**config.mk**
```make
export PLATFORM = sky130hd
export DESIGN_NAME = clause_mem_loader
export DESIGN_NICKNAME = d
export VERILOG_FILES = /design/src/rtl/clause_mem_loader.sv
export SDC_FILE = /design/constraint.sdc
export NUM_CORES = 1
export LEC_CHECK = 0
export CORE_MARGIN = 4
export CORE_UTILIZATION = 54
export DETAILED_ROUTE_END_ITERATION = 10
export GPL_TIMING_DRIVEN = 0
export PLACE_DENSITY = 0.88
export REMOVE_ABC_BUFFERS = 1
export SYNTH_ARGS = -nofsm -noshare
export SYNTH_HDL_FRONTEND = slang
export SYNTH_SLANG_ARGS = --single-unit
```
**constraint.sdc**
```tcl
create_clock -name clock -period 4.6 [get_ports clock]
set_input_delay 0.92 -clock clock [delete_from_list [all_inputs] [get_ports clock]]
set_output_delay 0.92 -clock clock [all_outputs]
set_load 0.01 [all_outputs]
```
**src/rtl/clause_mem_loader.sv**
```systemverilog
// Packs a streamed CNF formula, one literal per beat, into {type, mask, size}
// clause words and writes them sequentially into the BCP clause memory.
//   state   | meaning
//   IDLE    | waiting for load_start
//   COLLECT | accepting literals of the current clause
//   WRITE   | one-cycle clause commit (mem_we high when the clause is kept)
//   FULL    | memory holds DEPTH clauses, literals stall
//   DONE    | load_done pulse, then back to IDLE
module clause_mem_loader #(
    parameter int ADDR_W = 3,
    parameter int NVAR   = 8
) (
    input  logic              clock,
    input  logic              reset,
    input  logic              load_start,
    input  logic              load_end,
    input  logic              lit_valid,
    output logic              lit_ready,
    input  logic [2:0]        lit_var,
    input  logic              lit_neg,
    input  logic              lit_last,
    output logic              mem_we,
    output logic [ADDR_W-1:0] mem_addr,
    output logic [23:0]       mem_wdata,
    output logic [ADDR_W:0]   clause_count,
    output logic              load_done,
    output logic              mem_full,
    output logic              taut_drop
);

    localparam int DEPTH = 2 ** ADDR_W;

    typedef enum logic [2:0] {
        IDLE,
        COLLECT,
        WRITE,
        FULL,
        DONE
    } state_t;

    state_t            state;
    logic [NVAR-1:0]   mask;
    logic [NVAR-1:0]   type_bits;
    logic              taut;
    logic              end_pend;
    logic [ADDR_W-1:0] address;

    logic              accept;
    logic              finish;
    logic [NVAR-1:0]   mask_nxt;
    logic [NVAR-1:0]   type_nxt;
    logic              taut_nxt;
    logic [ADDR_W:0]   count_nxt;

    function automatic logic [7:0] popcount(input logic [NVAR-1:0] v);
        logic [7:0] c;
        c = '0;
        for (int i = 0; i < NVAR; i++) begin
            c = c + 8'(v[i]);
        end
        return c;
    endfunction

    // Clause contents including the literal accepted this cycle, so the
    // clause word can be registered on the same edge that enters WRITE.
    always_comb begin
        accept   = (state == COLLECT) && lit_valid && lit_ready;
        finish   = load_end || end_pend;
        mask_nxt = mask;
        type_nxt = type_bits;
        taut_nxt = taut;
        if (accept) begin
            if (mask[lit_var] && (type_bits[lit_var] != lit_neg)) begin
                taut_nxt = 1'b1;
            end
            mask_nxt[lit_var] = 1'b1;
            type_nxt[lit_var] = lit_neg;
        end
        count_nxt = clause_count + (ADDR_W + 1)'(mem_we);
    end

    always_ff @(posedge clock or negedge reset) begin
        if (!reset) begin
            state        <= IDLE;
            mask         <= '0;
            type_bits    <= '0;
            taut         <= 1'b0;
            end_pend     <= 1'b0;
            address      <= '0;
            lit_ready    <= 1'b0;
            mem_we       <= 1'b0;
            mem_addr     <= '0;
            mem_wdata    <= '0;
            clause_count <= '0;
            load_done    <= 1'b0;
            mem_full     <= 1'b0;
            taut_drop    <= 1'b0;
        end else begin
            mem_we    <= 1'b0;
            load_done <= 1'b0;
            if (load_start && state != DONE) begin
                state        <= COLLECT;
                lit_ready    <= 1'b1;
                mask         <= '0;
                type_bits    <= '0;
                taut         <= 1'b0;
                end_pend     <= 1'b0;
                address      <= '0;
                clause_count <= '0;
                mem_full     <= 1'b0;
                taut_drop    <= 1'b0;
            end else begin
                case (state)
                    IDLE: begin
                        lit_ready <= 1'b0;
                    end
                    COLLECT: begin
                        mask      <= mask_nxt;
                        type_bits <= type_nxt;
                        taut      <= taut_nxt;
                        if ((accept && (lit_last || finish)) ||
                            (!accept && finish && mask != '0)) begin
                            state     <= WRITE;
                            lit_ready <= 1'b0;
                            end_pend  <= finish;
                            mem_we    <= !taut_nxt && (mask_nxt != '0);
                            mem_addr  <= address;
                            mem_wdata <= {type_nxt, mask_nxt, popcount(mask_nxt)};
                        end else if (finish) begin
                            state     <= DONE;
                            lit_ready <= 1'b0;
                            load_done <= 1'b1;
                            end_pend  <= 1'b0;
                        end
                    end
                    WRITE: begin
                        mask      <= '0;
                        type_bits <= '0;
                        taut      <= 1'b0;
                        if (mem_we) begin
                            address      <= address + 1'b1;
                            clause_count <= count_nxt;
                        end
                        if (taut) begin
                            taut_drop <= 1'b1;
                        end
                        if (count_nxt == (ADDR_W + 1)'(DEPTH)) begin
                            state    <= FULL;
                            mem_full <= 1'b1;
                        end else if (end_pend || load_end) begin
                            state     <= DONE;
                            load_done <= 1'b1;
                            end_pend  <= 1'b0;
                        end else begin
                            state     <= COLLECT;
                            lit_ready <= 1'b1;
                        end
                    end
                    FULL: begin
                        lit_ready <= 1'b0;
                        if (load_end || end_pend) begin
                            state     <= DONE;
                            load_done <= 1'b1;
                            end_pend  <= 1'b0;
                        end
                    end
                    DONE: begin
                        state <= IDLE;
                    end
                    default: begin
                        state     <= IDLE;
                        lit_ready <= 1'b0;
                    end
                endcase
            end
        end
    end

endmodule

```
# Yosys cells after proc, flatten, opt, wreduce, memory -nomap -nowiden
# Cells that the tools add are included.
[classes]
bitwise = 2
n_reduce_logical = 29
order_cmp = 2
add_sub_neg = 9
n_mux = 54
n_eq_ne = 12
[ops]
columns = ["operator", "count"]
rows = [
  ["$mux W8", 4],
  ["$pmux W8 S2", 2],
  ["$mux W1", 28],
  ["$mux W3", 8],
  ["$reduce_bool A8 Y1", 2],
  ["$mux W4", 3],
  ["$pmux W3 S4", 1],
  ["$logic_and A1 B1 Y1", 9],
  ["$ne A3 B3 Y1 const B", 3],
  ["$pmux W1 S3", 3],
  ["$add A7 B1 Y8", 1],
  ["$bwmux W8", 1],
  ["$or A8 B8 Y8", 1],
  ["$reduce_and A2 Y1", 4],
  ["$reduce_bool A2 Y1", 4],
  ["$add A6 B1 Y7", 1],
  ["$add A5 B1 Y6", 1],
  ["$bmux W1 S3", 2],
  ["$eq A3 B2 Y1 const B", 2],
  ["$add A4 B1 Y5", 1],
  ["$add A3 B1 Y4", 1],
  ["$add A4 B1 Y4", 1],
  ["$eq A4 B4 Y1 const B", 1],
  ["$lt A3 B4 Y1 const B", 1],
  ["other kinds (19)", 23],
]
[word_totals]
regBits = 60

# Depth between registers and ports, before layout
# Gate-level depths: netlist of the first run.
[logic_depth]
word_depth = 13
depth_mapped = 14
depth_no_buf = 13

# Worst setup path before layout of the first run
# Ideal clock, no wire load.
[synth_path]
path_type = "input to register"
start = "in lit_var[1]"
end = "reg mem_wdata[2]"
required_ns = 4.517
t_arrival_ns = 4.172
stages = 13
setup_time_ns = 0.083
setup_slack_ns = 0.346
path_cell_list = "buf_6 -> clkbuf_1 -> nor4_1 -> nor2_1 -> fa_1 -> fa_1 -> fa_1 -> inv_1 -> ha_1 -> inv_1 -> fa_1 -> xor2_1 -> o21ai_0"
[synth_via]
elab_chain_cells = 13
word_cells_on_any_way = 14
classes_between = "7 x add/sub; 2 x order compare; 3 x mux; 1 x bitwise; 1 x reduce/logical"
[synth_rtl]
columns = ["item", "line_no", "rtl"]
rows = [
  ["from (decl)", "19", "input logic [2:0] lit_var,"],
  ["$lt A3 B4 Y1 (not written as such) or $ge A3 B1 Y1 (tied branches)", "76", "mask_nxt[lit_var] = 1'b1;"],
  ["$logic_and A1 B1 Y1 (not written as such)", "76", ""],
  ["$mux W1 (not written as such)", "76", ""],
  ["$demux W1 S3 *", "76", ""],
  ["$or A8 B8 Y8 (no line) *", "n/a", ""],
  ["$mux W8 *", "72", "if (accept) begin"],
  ["$add A1 B1 Y2", "59", "c = c + 8'(v[i]);"],
  ["$add A2 B1 Y3", "59", ""],
  ["$add A3 B1 Y4", "59", ""],
  ["$add A4 B1 Y5", "59", ""],
  ["$add A5 B1 Y6", "59", ""],
  ["$add A6 B1 Y7", "59", ""],
  ["$add A7 B1 Y8 *", "59", ""],
  ["to (signal assigned)", "128", "mem_wdata <= {type_nxt, mask_nxt, popcount(mask_nxt)};"],
  ["to (decl)", "24", "output logic [23:0] mem_wdata,"],
]
# Mark *: on every way between the ends. The rest lies on a longest branch, timed or not.
# A chain may end at the register's enable or synchronous reset.

# Worst setup path in the final report of the first run
[layout_path]
start = "in lit_valid"
end = "reg mem_wdata[2]"
[layout_via]
elab_chain_cells = 10
word_cells_on_any_way = 16
classes_between = "7 x add/sub; 1 x mux; 8 x reduce/logical"
[layout_rtl]
columns = ["item", "line_no", "rtl"]
rows = [
  ["from (decl)", "17", "input logic lit_valid,"],
  ["$logic_and A1 B1 Y1 * (2 in a row)", "67", "accept = (state == COLLECT) && lit_valid && lit_ready;"],
  ["$mux W8", "72", ""],
  ["$add A1 B1 Y2", "59", ""],
  ["$add A2 B1 Y3", "59", ""],
  ["$add A3 B1 Y4", "59", ""],
  ["$add A4 B1 Y5", "59", ""],
  ["$add A5 B1 Y6", "59", ""],
  ["$add A6 B1 Y7", "59", ""],
  ["$add A7 B1 Y8", "59", ""],
]
# Marks and branches as above.

==> results of run 1 <==
flip-flops by register name, summed over array words and instances (netlist names), 3 cells and up:
register      flops
mask              8
mem_addr          3
type_bits         8
clause_count      4
mem_wdata        20
state             3
address           3
logic make-up after synthesis:
family                   share of synthesized area (%)
flip-flops                                        47.6
adder cells (fa/ha/maj)                           5.69
XOR/XNOR                                          1.78
other                                            0.127
AND/OR/NAND/NOR                                   16.4
multiplexers                                      8.79
AO/OA/AOI/OAI                                     15.0
buffers and inverters                             4.67
timing repair:
action                     4_1_cts  5_1_grt
pin swaps                        0        1
gates cloned                     0        0
hold buffers                     0        0
gates resized for setup          4        4
setup endpoints to repair        4        2
buffers inserted                 0        1
power groups by stage:
stage	sequential (mW)	combinational, mW	clock (mW)
floorplan	0.610	0.206	0
detailed placement	0.602	0.388	0
finish	0.593	0.400	0.277
global route	0.601	0.444	0.299
CTS	0.592	0.395	0.278
global placement	0.601	0.377	0
metal layers:
layer  share of wire, %  wire, um  vias up  GRT usage [%]
li1                   -         -     1091              -
met1                 45      2810     1143           27.7
met2                 49      3070       65           33.3
met3                4.6       285        8           3.73
met4                1.2        78        0           6.81
met5                  0         0        -              0
worst max-delay path: cells and delay by family:
kind	cells	cell delay, ps
fa+ha+maj	5	1970
xor+xnor	1	130
simple gates	4	850
buf+inv	3	590
compound gates	1	80
area by class of cell:
cell class	count	area, sq um
fill	393	1700
clock buffer	6	82.6
inverter	10	37.5
sequential	56	1400
timing repair buffer	43	432
multi-input combinational	214	1460
tap	70	87.6
clock inverter	1	8.76
final timing paths:
path                                   endpoint  slack [ps]
worst max register to register     mem_wdata[2]         680
worst min register to register    mem_wdata[16]         490
min in group asynchronous       clause_count[3]         560
worst min-delay path              mem_wdata[16]         490
max in group asynchronous          type_bits[4]        3490
worst max-delay path               mem_wdata[2]         220
cells in the final DEF, fill, tap and decap left out, types with 2 or more instances in the layout:
master | synthesis | final
a21boi_0 | 2 | 2
a21oi_1 | 8 | 8
a22o_1 | 8 | 8
a31oi_1 | 3 | 3
and3_1 | 3 | 3
clkbuf_8 | 0 | 6
clkdlybuf4s50_1 | 0 | 39
conb_1 | 1 | 4
dfrtp_1 | 56 | 56
fa_1 | 4 | 4
ha_1 | 7 | 7
inv_1 | 10 | 10
mux2_2 | 5 | 5
mux2i_1 | 18 | 18
nand2_1 | 30 | 29
nand2b_1 | 2 | 2
nand3_1 | 2 | 2
nand3b_1 | 2 | 2
nand4_1 | 3 | 3
nor2_1 | 32 | 31
nor2b_1 | 5 | 5
nor3_1 | 6 | 6
nor3b_1 | 5 | 4
o21ai_0 | 32 | 32
o22ai_1 | 3 | 3
or2_2 | 2 | 2
xor2_1 | 5 | 5
metrics by stage:
step	utilization, %	power, mW	setup WS [ps]	TNS [ps]
after CTS	67.0	1.27	78.9	0
after floorplan	-	0.817	379	0
after global routing	67.4	1.34	8.14	0
final	67.4	1.27	219	0
after detailed placement	64.9	0.990	-701	-2210
after global placement	64.5	0.978	-740	-2310
==> flow_metrics.py, run 1 <==
metrics = {
    "timing": {
        "max_clock_freq_mhz": 228,
        "slew_at_the_pin_closest_to_its_max_slew_limit_ps": 950,
        "final_min_period_over_clock_period_pct": 95.2,
        "timing.slew.headroom_pct": 36.4,
        "rsz0062_at_grt": "false",
        "final.hold.worst_slack_ps": 486,
        "finalWorstPathRequiredPeriod_ps": 4380,
        "timing.final.max_slew_violations": 0,
        "timing.clock.skew_ps": 3.74,
        "final-hold-violation-count": 0,
        "setup_viol": 0,
    },
    "synth": {
        "yosys_register_bits": 56,
        "synthArstFlopShare_pct": 100,
        "yosysUniqueCellTypes": 51,
        "synth.yosys.seq_area_share_pct": 47.6,
        "cell_types_with_the_highest_counts_after_synthesis": "dfrtp_1, nor2_1, o21ai_0",
        "syn-instance-count": 294,
        "netlist.area_leader.share_pct": 47.6,
        "ys_warn_count": 0,
        "postSynth.topFlopCell": "dfrtp_1",
        "yosysMostFrequentCell": "dfrtp_1",
        "synth.cell_area_sq_um": 2950,
        "synth.area.top_cells": "dfrtp_1, mux2i_1, o21ai_0",
        "synth_top_area_cell": "dfrtp_1",
        "synth-edff-count": 0,
        "syn-mean-instance-area_sq_um": 10.0,
    },
    "die": {
        "die_x_um": 81.9,
        "die_y_um": 81.9,
        "starting_density_pct": 56.6,
        "coreArea_sq_um": 5200,
        "ios": 46,
        "die-area_sq_um": 6700,
        "rows": 26,
    },
    "final_layout": {
        "stdcell_count": 400,
        "syn_to_final_growth_pct": 19.1,
        "nets": 351,
        "antenna_diode_count": 0,
        "final_area_sq_um": 3510,
        "post_route_cells_drive_above_1_share_pct": 8.48,
    },
    "power": {
        "power.share.switching_pct": 33.8,
        "worst_ir_drop_vdd_v": 0.000173,
        "power.combinational.fraction_pct": 31.5,
        "leakage_nw": 1.52,
        "sequentialPowerShare_pct": 46.7,
        "cellPowerDensity_nw_per_um2": 362,
        "intPower_mw": 0.840,
        "switchingPower_mw": 0.430,
        "share_clk_of_total_power_pct": 21.8,
    },
    "global_route": {
        "grt_pass1_vias": 2214,
        "grt_remaining_overflow": 0,
        "grt_usage_pct": 20.5,
        "grt_pass1_wl_um": 10500,
        "initial_antenna_violation_count": 0,
        "grt_start_max_net_pins": 44,
    },
    "setup_path": {
        "cp.required_ps": 4760,
        "cp_cell_sequence": "clkdlybuf4s50_1 > and3b_2 > nand2_2 > nor4_4 > nor2_1 > fa_1 > fa_1 > fa_1 > inv_1 > ha_1 > inv_1 > fa_1 > xor2_1 > o21ai_0",
        "cp-startpoint": "lit_valid",
        "crit_top_cell": "fa_1",
        "reg2reg_start": "state[1]",
        "critical_path.max_stage_delay_ps": 570,
        "critical_path.max_fanout": 5,
        "timing.critical_path.to_type": "flop",
        "worst_ep_arrival_time_ps": 4540,
        "r2r.worst_path.cells": 13,
        "crit_path_slowest_cell": "fa_1",
        "timing_worst_setup_path_type": "in -> reg",
        "critPathLaunchType": "primary input",
    },
    "drt": {
        "detailedRoute.firstPassIterationCount": 4,
        "final_antenna_net_count": 0,
        "wire_per_inst_um": 15.6,
        "vias_after_detailed_routing": 2307,
        "drc": 0,
        "detail_route.iter0.violations": 146,
        "detail_route.wirelength_um": 6250,
        "post_drt_via_cell_ratio": 5.77,
    },
    "cts": {
        "clock_insertion_delay_worst_skew_ps": 310,
        "cts_buffer_depth": 2,
        "htree_levels": 2,
        "numClockSinks": 56,
        "cts.root.buffer_cell": "clkbuf_8",
        "number_of_buffers_created_by_cts": 5,
        "cts.reportedPaths.clkPinSlew_ps": 100,
        "cts_tree": "done",
    },
    "status": {
        "status": "completed",
    },
    "placement": {
        "gp_routability_congestion": 0.883,
        "place_inst": 392,
        "detailed_place_hpwl_um": 4540,
        "post_dp_area_sq_um": 3380,
        "place.port_buffers": 41,
    },
    "min_path": {
        "min_delay_path_depth": 2,
        "worst_hold_path_type": "reg -> reg",
        "worst_hold_startpoint": "mem_wdata[16]",
    },
    "run": {
        "maxCapViolCount": 0,
    },
}
No activity file was read; power rests on OpenSTA's default activity.
==> run 2: changes to the inputs <==
--- a/config.mk
+++ b/config.mk
@@ -5,7 +5,7 @@
 export SDC_FILE = /design/constraint.sdc
 export NUM_CORES = 1
 export LEC_CHECK = 0
-export CORE_MARGIN = 4
+export CORE_MARGIN = 2
 export CORE_UTILIZATION = 54
 export DETAILED_ROUTE_END_ITERATION = 10
 export GPL_TIMING_DRIVEN = 0
==> flow_metrics.py, run 2 (same netlist as run 1, synthesis figures left out) <==
metrics = {
    "status": {
        "status": "completed",
    },
    "min_path": {
        "worst_hold_path_type": "reg -> reg",
        "worstHoldEndpoint": "mem_wdata[16]",
        "worst_hold_startpoint": "mem_wdata[16]",
        "min_delay_path_depth": 2,
    },
    "timing": {
        "timing.final.max_slew_violations": 0,
        "rsz0062_at_grt": "false",
        "setup_viol": 0,
        "finalWorstPathRequiredPeriod_ps": 4410,
        "final-hold-violation-count": 0,
        "tns_ps": 0,
        "final_min_period_over_clock_period_pct": 95.9,
        "timing.slew.headroom_pct": 41.0,
        "timing.clock.skew_ps": 6.58,
        "max_clock_freq_mhz": 227,
        "slew_at_the_pin_closest_to_its_max_slew_limit_ps": 882,
    },
    "setup_path": {
        "critPathLaunchType": "primary input",
        "reg2reg_start": "state[1]",
        "timing.critical_path.to_type": "flop",
        "timing_worst_setup_path_type": "in -> reg",
        "r2r.worst_path.cells": 13,
        "critical_path.max_fanout": 5,
        "worst_ep_arrival_time_ps": 4580,
        "rr_endpoint": "mem_wdata[2]",
        "regToRegSetupSlack_ps": 570,
        "cp.required_ps": 4770,
    },
    "drt": {
        "final_antenna_net_count": 0,
        "wire_per_inst_um": 16.1,
        "vias_after_detailed_routing": 2284,
        "detailedRoute.firstPassIterationCount": 4,
        "dr_wl_met3_um": 345,
        "routed.top_layer": "met4",
        "wirelength_met1_um": 2800,
        "routed_wire_length_on_met2_um": 3180,
        "drc": 0,
        "detail_route.iter0.violations": 122,
        "post_drt_via_cell_ratio": 5.70,
        "detail_route.wirelength_um": 6450,
    },
    "die": {
        "coreArea_sq_um": 5170,
        "die_y_um": 77.9,
        "die-area_sq_um": 6060,
        "rows": 26,
        "starting_density_pct": 57.0,
        "ios": 46,
        "die_x_um": 77.9,
    },
    "final_layout": {
        "layout.cells.most_common": "dfrtp_1",
        "syn_to_final_growth_pct": 20.0,
        "postLayoutCoreUtil_pct": 68.4,
        "antenna_diode_count": 0,
        "regMostFlops": "mem_wdata",
        "nets": 351,
        "stdcell_count": 401,
        "post_route_cells_drive_above_1_share_pct": 9.67,
        "largest_register_ffs": 20,
        "largest_registers": "mem_wdata x20, mask x8, type_bits x8",
        "fillers": 384,
        "layout_common_cells": "dfrtp_1, clkdlybuf4s50_1, o21ai_0, nor2_1, nand2_1",
    },
    "cts": {
        "cts.reportedPaths.clkPinSlew_ps": 100,
        "cts_hold_buf": 0,
        "cts_buffer_depth": 2,
        "clock_insertion_delay_worst_skew_ps": 320,
        "cts.root.buffer_cell": "clkbuf_8",
        "number_of_buffers_created_by_cts": 5,
        "numClockSinks": 56,
        "cts_tree": "done",
        "htree_levels": 2,
    },
    "placement": {
        "gp_routability_congestion": 0.836,
        "place_inst": 392,
        "detailed_place_hpwl_um": 4530,
        "place.port_buffers": 41,
    },
    "power": {
        "cellPowerDensity_nw_per_um2": 374,
        "worst_ir_drop_vdd_v": 0.000196,
        "leakage_nw": 1.54,
    },
    "global_route": {
        "grt_pass1_wl_um": 10800,
        "grt_remaining_overflow": 0,
        "grt_pass1_vias": 2222,
        "initial_antenna_violation_count": 0,
        "grt_usage_pct": 22.8,
        "grt_start_max_net_pins": 44,
    },
    "run": {
        "maxCapViolCount": 0,
    },
}
[run 2: changes by cell type in the layout (fill, tap and decap cells not counted), sizes merged]
cell	previous run	this run
clkdlybuf4s50	39	38
dlygate4sd2	1	0
clkinvlp	0	1
bufinv	0	1
dlymetal6s2s	0	1
[run 2: how the worst max path moves through the flow]
stage,end,slack (ps),cells after the start,from
detailed placement,mem_wdata[2],-810,12,lit_var[1]
CTS,mem_wdata[2],50,14,lit_valid
global placement,mem_wdata[2],-720,12,lit_var[1]
global route,mem_wdata[2],1,13,lit_var[2]
floorplan,mem_wdata[2],380,13,lit_valid
finish,mem_wdata[2],190,14,lit_valid
[run 2: cell type report]
cell class	count	area, sq um	area share [%]
clock buffer	5	68.8	1.95
sequential	56	1400	39.6
inverter	10	37.5	1.06
clock inverter	3	42.5	1.20
multi-input combinational	214	1470	41.5
timing repair buffer	43	430	12.2
tap	70	87.6	2.48
[run 2: timing repair]
item / CTS / global route
pin swaps: 1 / 1
resized for setup: 6 / 8
endpoints found under the hold margin: 0 / 0
endpoints found under the setup margin: 4 / 2
buffers inserted: 1 / 0
[run 2: per-stage QoR]
stage	setup slack, ps	area, sq um	hold slack [ps]	power [mW]
after floorplan	379	2860	486	0.817
after global placement	-724	3360	465	0.976
after detailed placement	-810	3380	469	0.991
after CTS	48.5	3520	492	1.32
after global routing	1.09	3540	529	1.40
final	190	3540	487	1.32
[run 2: power breakdown]
part	internal, mW	leakage, nW	switching (mW)	total [mW]
registers	0.544	0.772	0.0481	0.592
logic	0.178	0.713	0.232	0.409
clock network	0.161	0.0541	0.161	0.322
[run 2: critical path, stage by stage]
cell	delay, ps
clkdlybuf4s50_1	480
and3b_2	250
nand2_2	160
nor3b_4	320
nor2_2	130
fa_1	470
fa_1	510
fa_1	400
inv_1	70
ha_1	170
inv_1	60
fa_1	380
xor2_1	160
o21ai_0	90
[run 2: layer usage]
layer  global-route usage [%]  vias up
li1                         -     1097
met1                     31.0     1098
met2                     36.7       79
met3                     4.77       10
met4                     7.32        0
met5                        0        -
